--- config.mk ---
export PLATFORM = sky130hd
export DESIGN_NAME = sqrt_iter_param
export DESIGN_NICKNAME = d
export VERILOG_FILES = /design/src/rtl/sqrt_iter_param.sv
export SDC_FILE = /design/constraint.sdc
export NUM_CORES = 1
export LEC_CHECK = 0
export ABC_AREA = 1
export BUFFER_PORTS_ARGS = -buffer_cell sky130_fd_sc_hd__buf_2
export CAP_MARGIN = 5
export CORE_MARGIN = 2
export CORE_UTILIZATION = 60
export CTS_CLUSTER_DIAMETER = 60
export DETAILED_ROUTE_END_ITERATION = 12
export GPL_TIMING_DRIVEN = 0
export PLACE_DENSITY = 0.92
export SYNTH_ARGS = -nofsm -noshare
export SYNTH_HDL_FRONTEND = slang
export SYNTH_SLANG_ARGS = --single-unit
--- constraint.sdc ---
create_clock -name clk -period 4.7 [get_ports clk]
set_input_delay 0.705 -clock clk [delete_from_list [all_inputs] [get_ports clk]]
set_output_delay 0.705 -clock clk [all_outputs]
set_load 0.03 [all_outputs]
--- src/rtl/sqrt_iter_param.sv ---
`default_nettype none
// ============================================================================
// Module   : sqrt_iter_param
// Purpose  : Iterative non-restoring integer square root.
//            sqr_root = floor(sqrt(data_in)), remainder = data_in - sqr_root^2.
//            Resolves ITER_PER_CYC root bits per clock, start/finish handshake.
// Revision : 1.0 - initial release
// ============================================================================
module sqrt_iter_param #(
  parameter int DATA_W       = 16,
  parameter int ITER_PER_CYC = 1
) (
  input  logic                clk,
  input  logic                rst,
  input  logic                start,
  input  logic [DATA_W-1:0]   data_in,
  output logic                busy,
  output logic                finish,
  output logic [DATA_W/2-1:0] sqr_root,
  output logic [DATA_W/2:0]   remainder
);

  localparam int ROOT_W = DATA_W / 2;
  localparam int REM_W  = ROOT_W + 2;            // signed partial remainder
  localparam int ITERS  = ROOT_W / ITER_PER_CYC;
  localparam int CNT_W  = (ITERS > 1) ? $clog2(ITERS) : 1;

  localparam logic [0:0] IDLE = 1'b0;
  localparam logic [0:0] CALC = 1'b1;

  logic [0:0]        state;
  logic [CNT_W-1:0]  cnt;
  logic [DATA_W-1:0] rad_q;    // radicand, consumed MSB pair first
  logic [ROOT_W-1:0] root_q;   // working root
  logic [REM_W-1:0]  prem_q;   // working partial remainder (two's complement)

  logic [DATA_W-1:0] rad_n;
  logic [ROOT_W-1:0] root_n;
  logic [REM_W-1:0]  prem_n;
  logic [REM_W-1:0]  shifted;
  logic [ROOT_W:0]   fix_rem;

  // ITER_PER_CYC chained non-restoring digit steps, plus the final correction.
  // Intermediate shifts may wrap, but every sign that steers a decision and the
  // corrected final remainder are in range, so modular arithmetic stays exact.
  always_comb begin
    rad_n   = rad_q;
    root_n  = root_q;
    prem_n  = prem_q;
    shifted = '0;
    for (int i = 0; i < ITER_PER_CYC; i++) begin
      shifted = {prem_n[REM_W-3:0], rad_n[DATA_W-1 -: 2]};
      if (!prem_n[REM_W-1]) begin
        prem_n = shifted - {root_n, 2'b01};
      end else begin
        prem_n = shifted + {root_n, 2'b11};
      end
      root_n = {root_n[ROOT_W-2:0], ~prem_n[REM_W-1]};
      rad_n  = {rad_n[DATA_W-3:0], 2'b00};
    end
    fix_rem = prem_n[ROOT_W:0] + (prem_n[REM_W-1] ? {root_n, 1'b1} : '0);
  end

  // Control FSM, working registers and held results.
  always_ff @(posedge clk) begin
    if (rst) begin
      state     <= IDLE;
      cnt       <= '0;
      rad_q     <= '0;
      root_q    <= '0;
      prem_q    <= '0;
      busy      <= 1'b0;
      finish    <= 1'b0;
      sqr_root  <= '0;
      remainder <= '0;
    end else begin
      finish <= 1'b0;
      case (state)
        IDLE: begin
          if (start) begin
            state  <= CALC;
            busy   <= 1'b1;
            rad_q  <= data_in;
            root_q <= '0;
            prem_q <= '0;
            cnt    <= CNT_W'(ITERS - 1);
          end
        end
        CALC: begin
          rad_q  <= rad_n;
          root_q <= root_n;
          prem_q <= prem_n;
          if (cnt == '0) begin
            sqr_root  <= root_n;
            remainder <= fix_rem;
            finish    <= 1'b1;
            busy      <= 1'b0;
            state     <= IDLE;
          end else begin
            cnt <= cnt - CNT_W'(1);
          end
        end
        default: state <= IDLE;
      endcase
    end
  end

endmodule
`default_nettype wire
# Word level (Yosys, flattened, before mapping)
# Index checks and enable logic that the tools add are counted.
op_classes:
  add_sub_neg: 4
  n_eq_ne: 3
  n_mux: 18
  bitwise: 2
  reduce_logical: 5
op_table:
  columns: ["op", "n"]
  rows:
  - ["16-bit one-hot mux with 2 select lines", 1]
  - ["10-bit two-way mux", 2]
  - ["10-bit one-hot mux with 2 select lines", 1]
  - ["16-bit two-way mux", 1]
  - ["8-bit one-hot mux with 2 select lines", 1]
  - ["10-bit adder", 1]
  - ["10-bit subtractor", 1]
  - ["9-bit adder", 1]
  - ["9-bit two-way mux", 1]
  - ["8-bit two-way mux", 1]
  - ["3-bit two-way mux", 2]
  - ["3-bit one-hot mux with 2 select lines", 1]
  - ["2-bit AND reduction", 3]
  - ["1-bit two-way mux", 5]
  - ["2-bit inequality test, second input constant", 2]
  - ["1-bit one-hot mux with 2 select lines", 2]
  - ["3-bit zero test", 1]
  - ["3-bit by 1-bit subtractor with 3-bit output, second input constant", 1]
  - ["2-bit by 1-bit inequality test with 1-bit output, second input constant", 1]
  - ["1-bit inverter", 2]
  - ["2-bit OR reduction", 1]
totals:
  register_bits: 57
  inputBits: 19
  output_inout_bits: 19
  word_cells: 41

# Depth between registers and ports, before layout
logic_depth:
  word_depth: 5
  ltp_mapped: 21

# Worst setup path after synthesis
# OpenSTA, ideal clock, no wires.
synth_timing:
  path_type: "register -> register"
  startpoint: "reg prem_q[9]"
  endpoint: "reg remainder[6]"
  t_arrival_ns: 2.570
  t_required_ns: 4.576
  slack_ns: 2.006
  path_stages_with_launch: 20
  path_buffers: 1
  period_less_slack_ns: 2.694
  path_cell_list: "dfxtp_1 -> buf_4 -> xnor2_1 -> ha_1 -> nand2_1 -> inv_1 -> a21oi_2 -> nand3_2 -> nand2_2 -> nand2_2 -> inv_2 -> nor2_1 -> ha_1 -> nand3_1 -> nand3_1 -> nand2_1 -> nand2_1 -> a21oi_1 -> xor2_1 -> o21ai_0"
synth_via:
  elab_chain_cells: 4
synth_lines:
  columns: ["element", "line", "source"]
  rows:
  - ["start: declaration", "35", "logic [REM_W-1:0] prem_q;"]
  - ["start signal: assignment", "92", "prem_q <= prem_n;"]
  - ["10-bit two-way mux *", "53", "if (!prem_n[REM_W-1]) begin"]
  - ["1-bit inverter", "58", "root_n = {root_n[ROOT_W-2:0], ~prem_n[REM_W-1]};"]
  - ["9-bit two-way mux", "61", "fix_rem = prem_n[ROOT_W:0] + (prem_n[REM_W-1] ? {root_n, 1'b1} : '0);"]
  - ["9-bit adder *", "61", null]
  - ["end signal: assignment", "95", "remainder <= fix_rem;"]
  - ["end: declaration", "20", "output logic [DATA_W/2:0] remainder"]
# Every way passes the cells marked *; elsewhere a longest branch is shown, timed or not.
# A chain may end at the register's enable or synchronous reset.

# Worst setup path after layout
layout_timing:
  startpoint: "reg root_q[6]"
  endpoint: "reg remainder[6]"
layout_via:
  elab_chain_cells: 5
layout_lines:
  columns: ["element", "line", "source"]
  rows:
  - ["start: declaration", "34", "logic [ROOT_W-1:0] root_q;"]
  - ["start signal: assignment", "91", "root_q <= root_n;"]
  - ["10-bit subtractor or 10-bit adder (tied branches)", "54, 56", null]
  - ["10-bit two-way mux *", "53", null]
  - ["1-bit inverter", "58", null]
  - ["9-bit two-way mux *", "61", null]
  - ["9-bit adder *", "61", null]
# Marked as above.

==> reports/results.ini <==
[clocking]
post_cts_resize_count = 0
cts_htree_levels = 2
root_buffer = sky130_fd_sc_hd__clkbuf_8
clk_pin_slew_worst_paths_ns = 0.10
post-cts-setup-buffer-count = 0
cts_tree = done
clock_latency_ns = 0.31
clock_tree.buffer_depth = 2
cts_hold_buffers = 0
tritoncts.num_buffers = 5
clock-sinks = 56

[sta]
slew_headroom = 0.655
drv_slew = 0
rsz0062_at_grt = no
fin_tns_setup_ns = 0
setup_violation_total_in_the_final_timing_report = 0
tightestPinTransition_ns = 0.518
final_period_minus_worst_setup_slack_ns = 3.14
fin_crit_sh = 0.668
max_clock_freq_mhz = 318
timing_hold_violations_final = 0
fin_skew_ns = 0.0125

[worst_setup_path]
critical_path_arrival_ns = 3.34
worst_setup_path_end_kind = register
crit_path_cell_trace = buf_2 -> xnor2_1 -> ha_1 -> nand2_1 -> inv_1 -> a21oi_2 -> nand3_2 -> nand2_2 -> nand2_2 -> inv_2 -> nor2_1 -> ha_1 -> nand3_1 -> nand3_1 -> nand2_1 -> nand2_1 -> a21oi_1 -> xor2_1 -> o21ai_0
crit_path_start_kind = register
worst-endpoint-required_ns = 4.90
critPathSlowestCell = sky130_fd_sc_hd__ha_1
path_delay_family = simple AND/OR/NAND/NOR gates
cp_slowest_stage_delay_ns = 0.34
path_buf_inv = 3
cp_common_cell = sky130_fd_sc_hd__nand2_1
critPathMaxFanout = 7
critical_path_class = reg2reg

[placement]
gp_routability_congestion = 0.872
post-place-cells = 534
io_buffers = 36
hpwlAfterDp_um = 5100

[detailed_routing]
post_route_ant_nets = 0
detail_route.drc_violations = 0
drt_iter0_markers = 228
drt-vias-per-instance = 5.37
totalWireLength_um = 6850
route.detailed.wl_per_inst_um = 12.6
via_count = 2909
number_of_optimization_iterations_in_the_first_detailed_route_pass = 5

[synth]
synth_async_sr_flop_share = 0
post_synth_inst_count = 431
total_standard_cell_area_after_synthesis_sq_um = 3000
yosys_most_used_dff = sky130_fd_sc_hd__dfxtp_1
yosys_warnings = 0
postSynthNetCount = 468
avgSynthCellArea_sq_um = 6.96
synth_cell_type_count = 30
ys_ff_latch = 56
synth_enable_flop_cells = 0
sequential_to_total_area_share_from_yosys_stat = 0.374

[finish]
final_nets = 511
mostFrequentLayoutCells = sky130_fd_sc_hd__nand2_1 (127), sky130_fd_sc_hd__inv_1 (57), sky130_fd_sc_hd__dfxtp_1 (56)
antenna_cells_inserted = 0
stdcell_count = 542
synthToLayoutAreaGrowth_pct = 11.7
final_common_cell = sky130_fd_sc_hd__nand2_1
final_layout_size_suffix_gt1_frac = 0.131

[global_route]
grt_use_total = 0.269
globalRoute.totalOverflow = 0
grt_pass1_vias = 2711
initial_antenna_violation_count = 0
grt_max_degree = 18
grt_pass1_wl_um = 11500

[power]
ir_drop_uv = 271
powerDensity_nw_per_um2 = 398
finalPower_uw = 1330
power_leakage_uw = 0.00165

[floorplanning]
die_width_um = 74.7
floorplan.initialDensity = 0.627
row_count = 25
core_area_sq_um = 4790
fp.dieArea_sq_um = 5580
pin_count = 38
die_height_um = 74.7

[flow_run]
timing.max_cap.violations = 0

[min_path]
hold_path_class = reg2reg

[outcome]
outcome = completed

## area by class of cell
cell class	instances	area, sq um
tap	67	83.8
timing repair buffer	36	180
buffer	16	73.8
clock inverter	2	13.8
clock buffer	6	72.6
multi-input combinational	300	1580
sequential	56	1120
inverter	59	221
fill	394	1440
## power breakdown
group          total, uW  switching [uW]  internal (uW)  leakage, uW
registers            531            19.9            511     0.000457
clock network        260             153            107    0.0000456
logic                544             351            193      0.00115
## per-stage QoR
step	util	instance area, sq um	hold WS [ns]	setup WS, ns
after floorplan	-	3000	0.431	2.01
after global placement	0.682	3260	0.433	1.71
after detailed placement	0.682	3260	0.442	1.58
after CTS	0.700	3350	0.463	1.58
after global routing	0.700	3350	0.493	1.27
final	0.700	3350	0.458	1.56
## cells in the mapped netlist, drive strengths merged, types with 2 or more instances
library cell,instances,share of area
buf,10,0.017
dfxtp,56,0.37
o21ai,23,0.038
xnor2,14,0.041
nand2,130,0.17
a22o,4,0.012
inv,58,0.073
nand3,38,0.065
xor2,2,0.0058
clkbuf,6,0.0075
a21oi,33,0.058
nand4,3,0.0063
a22oi,4,0.010
nor2,21,0.029
a31oi,3,0.0063
ha,18,0.075
o211ai,2,0.0050
## flip-flops by register name (all words and copies together), names as in the netlist
register,flops
busy,1
cnt,3
finish,1
prem_q,9
rad_q,16
remainder,9
root_q,8
sqr_root,8
state,1
## worst min-delay path: stages (launching register included)
cell	delay [ns]
sky130_fd_sc_hd__dfxtp_1	0.32
sky130_fd_sc_hd__nand2_1	0.06
sky130_fd_sc_hd__nand2_1	0.05
## path summary, 6_finish.rpt
| check | from | endpoint | slack (ns) | cells past startpoint |
|---|---|---|---|---|
| hold reg to reg | remainder[8] | remainder[8] | 0.46 | 2 |
| setup reg to reg | root_q[6] | remainder[6] | 1.56 | 19 |
| setup / recovery | root_q[6] | remainder[6] | 1.56 | 19 |
| hold / removal | remainder[8] | remainder[8] | 0.46 | 2 |
## cells by family (layout without fill, tap and decap cells)
logic type | Yosys count | count (layout) | share of synthesized area
adder cells (fa/ha/maj) | 18 | 18 | 0.0751
buffers and inverters | 75 | 119 | 0.0985
flip-flops | 56 | 56 | 0.374
XOR/XNOR | 16 | 16 | 0.0467
AND/OR/NAND/NOR | 194 | 194 | 0.270
AO/OA/AOI/OAI | 72 | 72 | 0.136
## routing by layer
metal	GRT usage	wire [um]	vias up	part of all wire
met5	0	0	-	0
met4	0.111	116	0	0.017
met3	0.0549	379	12	0.055
met2	0.453	3370	95	0.49
met1	0.336	2970	1337	0.43
li1	-	-	1465	-
Note: power is estimated with default switching activity, not from simulation.
